[src/rtl/char_pwm_pkg.sv]
// Shared constants and helpers for the character PWM array generator:
// default 4x4 glyph patterns (row 0 in the MSBs) and sizing helpers.
package char_pwm_pkg;

  localparam logic [15:0] PAT_A = 16'h69F9;
  localparam logic [15:0] PAT_J = 16'h1196;
  localparam logic [15:0] PAT_N = 16'h9DB9;
  localparam logic [15:0] PAT_X = 16'h9669;

  function automatic int unsigned clog2(input int unsigned n);
    int unsigned r;
    r = 0;
    while (((32'd1 << r) < n) && (r < 31)) r++;
    return r;
  endfunction

  // Pixel px of default slot ch; defaults repeat every 4 slots, pixels beyond 16 read as 0.
  function automatic logic bank_init_bit(input int unsigned ch, input int unsigned px);
    logic [15:0] pat;
    case (ch[1:0])
      2'd0:    pat = PAT_A;
      2'd1:    pat = PAT_J;
      2'd2:    pat = PAT_N;
      default: pat = PAT_X;
    endcase
    return (px < 16) ? pat[px[3:0]] : 1'b0;
  endfunction

endpackage

[src/rtl/char_pwm_array_gen_tick_div.sv]
// Prescaler: emits a one-clock tick every div+1 clocks.
module pwm_tick_div
  import char_pwm_pkg::*;
#(
  parameter int unsigned DIV_WIDTH = 20
) (
  input  logic                 clk,
  input  logic                 rst,
  input  logic [DIV_WIDTH-1:0] div,
  output logic                 tick
);

  logic [DIV_WIDTH-1:0] presc_cnt;

  assign tick = (presc_cnt == div);

  always_ff @(posedge clk) begin
    if (rst)       presc_cnt <= '0;
    else if (tick) presc_cnt <= '0;
    else           presc_cnt <= presc_cnt + 1'b1;
  end

endmodule

[src/rtl/char_pwm_array_gen.sv]
// Pixel-pattern PWM generator: each output carries the PWM waveform (on pixel)
// or its complement (off pixel); all display settings commit at frame boundaries.
module char_pwm_array_gen
  import char_pwm_pkg::*;
#(
  parameter int unsigned NUM_PIXELS  = 16,
  parameter int unsigned NUM_CHARS   = 4,
  parameter int unsigned DIV_WIDTH   = 20,
  parameter int unsigned PHASE_WIDTH = 8,
  parameter int unsigned HOLD_WIDTH  = 8
) (
  input  logic                          clk,
  input  logic                          rst,
  input  logic [clog2(NUM_CHARS)-1:0]   char_select,
  input  logic                          seq_en,
  input  logic [DIV_WIDTH-1:0]          div_cfg,
  input  logic [PHASE_WIDTH-1:0]        duty_cfg,
  input  logic [HOLD_WIDTH-1:0]         hold_cfg,
  input  logic                          wr_en,
  input  logic [clog2(NUM_CHARS)-1:0]   wr_addr,
  input  logic [NUM_PIXELS-1:0]         wr_data,
  output logic [NUM_PIXELS-1:0]         digit,
  output logic [clog2(NUM_CHARS)-1:0]   active_char,
  output logic                          frame_start
);

  localparam int unsigned CW = clog2(NUM_CHARS);
  localparam logic [PHASE_WIDTH-1:0] DUTY_RST = {1'b1, {(PHASE_WIDTH-1){1'b0}}};

  function automatic logic [NUM_PIXELS-1:0] init_word(input int unsigned ch);
    logic [NUM_PIXELS-1:0] w;
    w = '0;
    for (int unsigned p = 0; p < NUM_PIXELS; p++) w[p] = bank_init_bit(ch, p);
    return w;
  endfunction

  logic [NUM_PIXELS-1:0]  bank [NUM_CHARS];
  logic [NUM_PIXELS-1:0]  shadow, next_shadow;
  logic [PHASE_WIDTH-1:0] phase, duty_q;
  logic [DIV_WIDTH-1:0]   div_q;
  logic [HOLD_WIDTH-1:0]  hold_cnt, hold_next;
  logic [CW-1:0]          next_char;
  logic                   tick, fb, base, commit_d;

  pwm_tick_div #(.DIV_WIDTH(DIV_WIDTH)) u_tick_div (
    .clk  (clk),
    .rst  (rst),
    .div  (div_q),
    .tick (tick)
  );

  assign fb = tick && (phase == '1);

  always_comb begin
    next_char = active_char;
    hold_next = hold_cnt;
    if (!seq_en) begin
      next_char = char_select;
      hold_next = '0;
    end else if (hold_cnt == hold_cfg) begin
      next_char = active_char + 1'b1;
      hold_next = '0;
    end else begin
      hold_next = hold_cnt + 1'b1;
    end
    // Write-through so a write landing on the commit edge is not lost for a frame.
    next_shadow = (wr_en && (wr_addr == next_char)) ? wr_data : bank[next_char];
    base        = (phase < duty_q);
  end

  always_ff @(posedge clk) begin
    if (rst) begin
      for (int unsigned c = 0; c < NUM_CHARS; c++) bank[CW'(c)] <= init_word(c);
    end else if (wr_en) begin
      bank[wr_addr] <= wr_data;
    end
  end

  always_ff @(posedge clk) begin
    if (rst) begin
      phase       <= '0;
      duty_q      <= DUTY_RST;
      div_q       <= '0;
      active_char <= '0;
      shadow      <= init_word(0);
      hold_cnt    <= '0;
      digit       <= '0;
      commit_d    <= 1'b0;
      frame_start <= 1'b0;
    end else begin
      digit       <= base ? shadow : ~shadow;
      // Two stages so the pulse lines up with the first digit of the new frame.
      commit_d    <= fb;
      frame_start <= commit_d;
      if (fb) begin
        phase       <= '0;
        duty_q      <= duty_cfg;
        div_q       <= div_cfg;
        active_char <= next_char;
        shadow      <= next_shadow;
        hold_cnt    <= hold_next;
      end else if (tick) begin
        phase <= phase + 1'b1;
      end
    end
  end

endmodule
[config.mk]
export PLATFORM = sky130hd
export DESIGN_NAME = char_pwm_array_gen
export DESIGN_NICKNAME = d
export VERILOG_FILES = /design/src/rtl/char_pwm_pkg.sv /design/src/rtl/char_pwm_array_gen_tick_div.sv /design/src/rtl/char_pwm_array_gen.sv
export SDC_FILE = /design/constraint.sdc
export NUM_CORES = 1
export LEC_CHECK = 0
export ABC_AREA = 1
export BUFFER_PORTS_ARGS = -buffer_cell sky130_fd_sc_hd__buf_2
export CORE_ASPECT_RATIO = 0.5
export CORE_UTILIZATION = 50
export DETAILED_ROUTE_END_ITERATION = 7
export PLACE_DENSITY = 0.68
export SLEW_MARGIN = 20
export SYNTH_ARGS = -nofsm -noshare
export SYNTH_HDL_FRONTEND = slang
export SYNTH_SLANG_ARGS = --single-unit
[constraint.sdc]
create_clock -name clk -period 2.6 [get_ports clk]
set_clock_uncertainty 0.1 [all_clocks]
set_input_delay 0 -clock clk [delete_from_list [all_inputs] [get_ports clk]]
set_output_delay 0 -clock clk [all_outputs]
set_load 0.05 [all_outputs]
Word-level counts from Yosys, hierarchy flattened

Memories as Yosys holds them, arrays and structs flattened. A register that Yosys moved wholly into a read port is not among the register bits.
Index checks and enable logic that the tools add are counted.

Register bits after elaboration: 84
Memory bits (writable): 64
Memories kept: 1

Memory list:

| memory | words | bits a word | rd ports | clocked after memory_dff | wr ports | line                     | text |
|---|---|---|---|---|---|---|---|
| bank   | 4     | 16          | 1        | 1                        | 4        | char_pwm_array_gen.sv:37 | `logic [NUM_PIXELS-1:0] bank [NUM_CHARS];` |

Add/subtract/negate cells: 4
Magnitude comparators: 1
Equality and inequality tests: 3
Muxes and demuxes: 17
Bitwise gates (word level): 1
Reduce and logical (&&, ||, !) cells: 4

Operator list:

| cell                                                            | count |
|---|---|
| 16-bit two-way mux                                              | 6 |
| 20-bit by 1-bit adder with 20-bit output, second input constant | 1 |
| 20-bit equality test                                            | 1 |
| 8-bit by 1-bit adder with 8-bit output, second input constant   | 2 |
| 8-bit two-way mux                                               | 2 |
| 16-bit NOT                                                      | 1 |
| 16-bit OR reduction                                             | 1 |
| 8-bit equality test                                             | 1 |
| 8-bit equality test, second input constant                      | 1 |
| 8-bit < comparator                                              | 1 |
| 1-bit two-way mux                                               | 6 |
| 2-bit two-way mux                                               | 3 |
| 2-bit OR reduction                                              | 2 |
| 2-bit by 1-bit adder with 2-bit output, second input constant   | 1 |
| 1-bit logical AND                                               | 1 |

Logic depth before layout (Yosys ltp)

Depth in word-level cells: 5
Depth in mapped cells: 17
Gate-level depth less buffers: 16

By module

Synthesis repeated with hierarchy kept, for this count alone.

Cell total of the unflattened synthesis: 944
Area, all modules: 7619.8 µm²

Modules (own cells, without submodules):

| module             | times used | cells an instance | area an instance (µm²) | seq. area each (µm²) |
|---|---|---|---|---|
| char_pwm_array_gen | 1          | 731               | 6296.0                 | 3523.4 |
| pwm_tick_div       | 1          | 213               | 1323.8                 | 400.4 |

Least setup slack after synthesis

No wires, ideal clock.

Kind: flip-flop to flip-flop
From: register active_char[1]
To: register shadow[4] (read register of bank)
Data arrival time: 1750 ps
Required time: 2391 ps
Setup slack: 642 ps
Cell stages (with the launch flop): 13
Clock period less this slack: 1958 ps
Cell sequence: dfxtp_1 xor2_1 nand3_1 nand3_1 nand2_2 nand2_1 nand2_2 nand2_4 buf_6 nand2_1 nand3_1 nand2_1 inv_1

Word-level cells in the longest chain between the ends: 3

Ends and longest elaborated chain:

| item                                   | line                     | text |
|---|---|---|
| start, declared                        | char_pwm_array_gen.sv:23 | `output logic [clog2(NUM_CHARS)-1:0] active_char,` |
| start signal, assigned                 | char_pwm_array_gen.sv:99 | `active_char <= next_char;` |
| 2-bit by 1-bit adder with 2-bit output | char_pwm_array_gen.sv:61 | `next_char = active_char + 1'b1;` |
| 2-bit two-way mux (*)                  | char_pwm_array_gen.sv:60 | `end else if (hold_cnt == hold_cfg) begin` |
| 2-bit two-way mux (*)                  | char_pwm_array_gen.sv:57 | `if (!seq_en) begin` |
| end, declared                          | char_pwm_array_gen.sv:38 | `logic [NUM_PIXELS-1:0] shadow, next_shadow;` |

Mark *: on every way between the ends. The rest lies on a longest branch, timed or not.
A chain may end at the register's enable or synchronous reset.

Worst setup path in the final report

From: register u_tick_div.presc_cnt[10]
To: register duty_q[1]

Word-level cells in the longest chain between the ends: 2

Ends and longest elaborated chain:

| item                   | line                              | text |
|---|---|---|
| start, declared        | char_pwm_array_gen_tick_div.sv:13 | `logic [DIV_WIDTH-1:0] presc_cnt;` |
| start signal, assigned | char_pwm_array_gen_tick_div.sv:20 | `else presc_cnt <= presc_cnt + 1'b1;` |
| 20-bit equality test   | char_pwm_array_gen_tick_div.sv:15 | `assign tick = (presc_cnt == div);` |
| 1-bit logical AND      | char_pwm_array_gen.sv:52          | `assign fb = tick && (phase == '1);` |
| end signal, assigned   | char_pwm_array_gen.sv:97          | `duty_q <= duty_cfg;` |
| end, declared          | char_pwm_array_gen.sv:39          | `logic [PHASE_WIDTH-1:0] phase, duty_q;` |

No other way between the ends.

==> impl_metrics.yaml <==
clocking:
  clk_pin_slew_ns: 0.07
  cts_root_buf: "clkbuf_16"
  cts_tree: "built"
  cts_buffers: 17
  cts_buffer_depth: 2
  insertion_delay_ns: 0.43
  clock_sinks: 164
  htreeDepth: 4
timing:
  fin_crit_ns: 2.44
  fmax_ghz: 0.411
  drv_slew: 0
  worstMarginPinSlew_ns: 0.669
  finalHoldViolCount: 0
  holdWs_ns: 0.0392
  setup_viol: 0
  relSlewSlack_pct: 55.4
  period_share_pct: 93.7
drt:
  ant_nets: 0
  drcViolationCount: 0
  drt_iter0_markers: 479
  wl_per_cell_um: 13.8
  drt-pass1-iter-count: 7
  vias: 6616
  via_per_inst: 4.99
  routed_wl_um: 18300
setup_path:
  path_class: "register to register"
  arrival_ns: 2.68
  critPathLaunchType: "register"
  worst-path-max-fanout: 8
  slowest_delay_ns: 0.56
  critical_path_required_ns: 2.85
  path_cells: "xnor2_1 > nand2_1 > nor3_1 > nand3_1 > nor2_4 > nand3_2 > nor2_4 > nand2_1 > dlygate4sd3_1 > o21ai_0"
  end_kind: "register"
  slowest_stage: "dlygate4sd3_1"
synthesis:
  synth.distinct_cells: 42
  synth_enable_flop_cells: 64
  synth_top_area_cell: "dfxtp_1"
  synth_ff_type: "dfxtp_1"
  synth_seq_area_share_pct: 51.0
  syn-num-nets: 1046
  synthesis.area_sq_um: 7700
  ys_top_cells_by_area: "dfxtp_1, edfxtp_1, nand2_1, inv_1, nand3_1"
  ys_async_sr_fraction_pct: 0
  ys.warnings.count: 0
  syn_inst: 976
  synth_seq_cells: 164
  yosys.area.top_type_share_pct: 26.0
  syn_area_per_cell_sq_um: 7.89
pwr:
  power_density_nw_per_um2: 612
  ir_worst_vdd_mv: 0.475
  power_leakage_nw: 4.18
grt:
  grt_max_degree: 36
  grt-ovfl-total: 0
  antenna_found_initial: 0
  grt_pass1_wl_um: 30600
  track_usage_pct: 24.3
  grt_pass1_vias: 6262
die:
  core_sq_um: 14700
  rows: 31
  die_h_um: 89.7
  fp.dieW_um: 177
  initial_utilization_pct: 52.2
  die-area_sq_um: 15900
  io_pins: 79
place:
  placed_area_sq_um: 8350
  io_buffers: 78
  place.gp.congestion: 0.877
  post-place-cells: 1237
  dp_hpwl_um: 12900
cells_and_area:
  drive_gt1_share_pct: 15.4
  diodes: 0
  area_growth_syn_to_layout_pct: 23.2
  mostFrequentLayoutCell: "nand2_1"
  final_nets: 1184
  final_cell_area_sq_um: 9480
  fin_cells: 1325
  layout_common_cells: "nand2_1, inv_1, nand3_1"
min_path:
  hold_class: "primary input to register"
job:
  drv_cap: 0
status:
  outcome: "finished, final reports clean"
==> worst max-delay path: cells and delay by family, from the launching register on <==
| kind | cells | cell delay, ns |
|---|---|---|
| flip-flops | 1 | 0.41 |
| AND/OR/NAND/NOR | 7 | 1.06 |
| AO/OA/AOI/OAI | 1 | 0.07 |
| XOR/XNOR | 1 | 0.15 |
| buffers and inverters | 1 | 0.56 |
==> final cells by class <==
cell class,instances,area [sq um]
Timing Repair Buffer,154,1130
Fill cell,1273,5260
Clock inverter,15,160
Sequential cell,164,3930
Inverter,149,559
Tap cell,198,248
Clock buffer,17,425
Multi-Input combinational cell,628,3040
==> cells by family after synthesis <==
family	Yosys count	share of synthesized area, %
AO/OA/AOI/OAI	87	6.06
XOR/XNOR	23	2.62
adder cells (fa/ha/maj)	10	1.63
buffers and inverters	184	9.72
flip-flops	164	51.0
AND/OR/NAND/NOR	508	29.0
==> metal layers <==
layer / track usage [%] / share of wire, %
met1: 32.5 / 45
met5: 0 / 0
met3: 4.44 / 6.0
met4: 6.48 / 1.5
met2: 40.2 / 47
==> sequential cells by signal (all words and copies together) (netlist names), 8 cells and up <==
signal	flops
bank	64
digit	16
div_q	20
duty_q	8
hold_cnt	8
phase	8
shadow	16
u_tick_div.presc_cnt	20
==> final timing paths <==
| check | from | to | slack (ns) | cells after the start |
|---|---|---|---|---|
| setup / recovery | u_tick_div.presc_cnt[10] | duty_q[1] | 0.16 | 10 |
| hold / removal | seq_en | hold_cnt[2] | 0.04 | 5 |
| setup reg to reg | u_tick_div.presc_cnt[10] | duty_q[1] | 0.16 | 10 |
| hold reg to reg | shadow[5] | digit[5] | 0.35 | 1 |
==> what timing repair did <==
| action | 4_1_cts | 5_1_grt |
|---|---|---|
| buffers inserted | 0 | 4 |
| endpoints found under the setup margin | 0 | 5 |
| hold endpoints to repair | 98 | 0 |
| hold buffers | 52 | 0 |
| gates resized for setup | 0 | 1 |
==> report_power, final <==
group	internal, mW	switching, mW
clock network	1.37	1.15
registers	2.77	0.0286
logic	0.183	0.303
==> synth_stat cells (2+ instances only) <==
| cell | n |
|---|---|
| nor3b_1 | 3 |
| nand3_2 | 2 |
| inv_2 | 10 |
| nor2_4 | 2 |
| nor2_1 | 74 |
| nor3_1 | 12 |
| nand2_1 | 272 |
| nand2_2 | 3 |
| xor2_1 | 15 |
| o211ai_1 | 2 |
| dfxtp_1 | 100 |
| o21ai_0 | 38 |
| nand3_1 | 100 |
| buf_6 | 3 |
| nor3_2 | 2 |
| buf_4 | 5 |
| o22ai_1 | 5 |
| nand3b_1 | 5 |
| nor4_1 | 4 |
| xnor2_1 | 8 |
| inv_1 | 139 |
| o21ai_1 | 2 |
| o2111ai_1 | 3 |
| a21oi_1 | 33 |
| nand4_1 | 8 |
| buf_2 | 12 |
| ha_1 | 10 |
| clkbuf_1 | 13 |
| or2_2 | 13 |
| nor2_2 | 3 |
| edfxtp_1 | 64 |
==> stage by stage <==
| step | utilization (%) | setup WS, ns | total power, mW | setup TNS [ns] |
|---|---|---|---|---|
| floorplan | - | 0.642 | 3.13 | 0 |
| global placement | 56.6 | 0.385 | 3.27 | 0 |
| detailed placement | 56.6 | 0.309 | 3.28 | 0 |
| CTS | 64.1 | 0.0715 | 5.83 | 0 |
| global route | 64.3 | -0.00219 | 6.01 | -0.00219 |
| finish | 64.3 | 0.164 | 5.81 | 0 |
No activity file was read; power rests on OpenSTA's default activity.
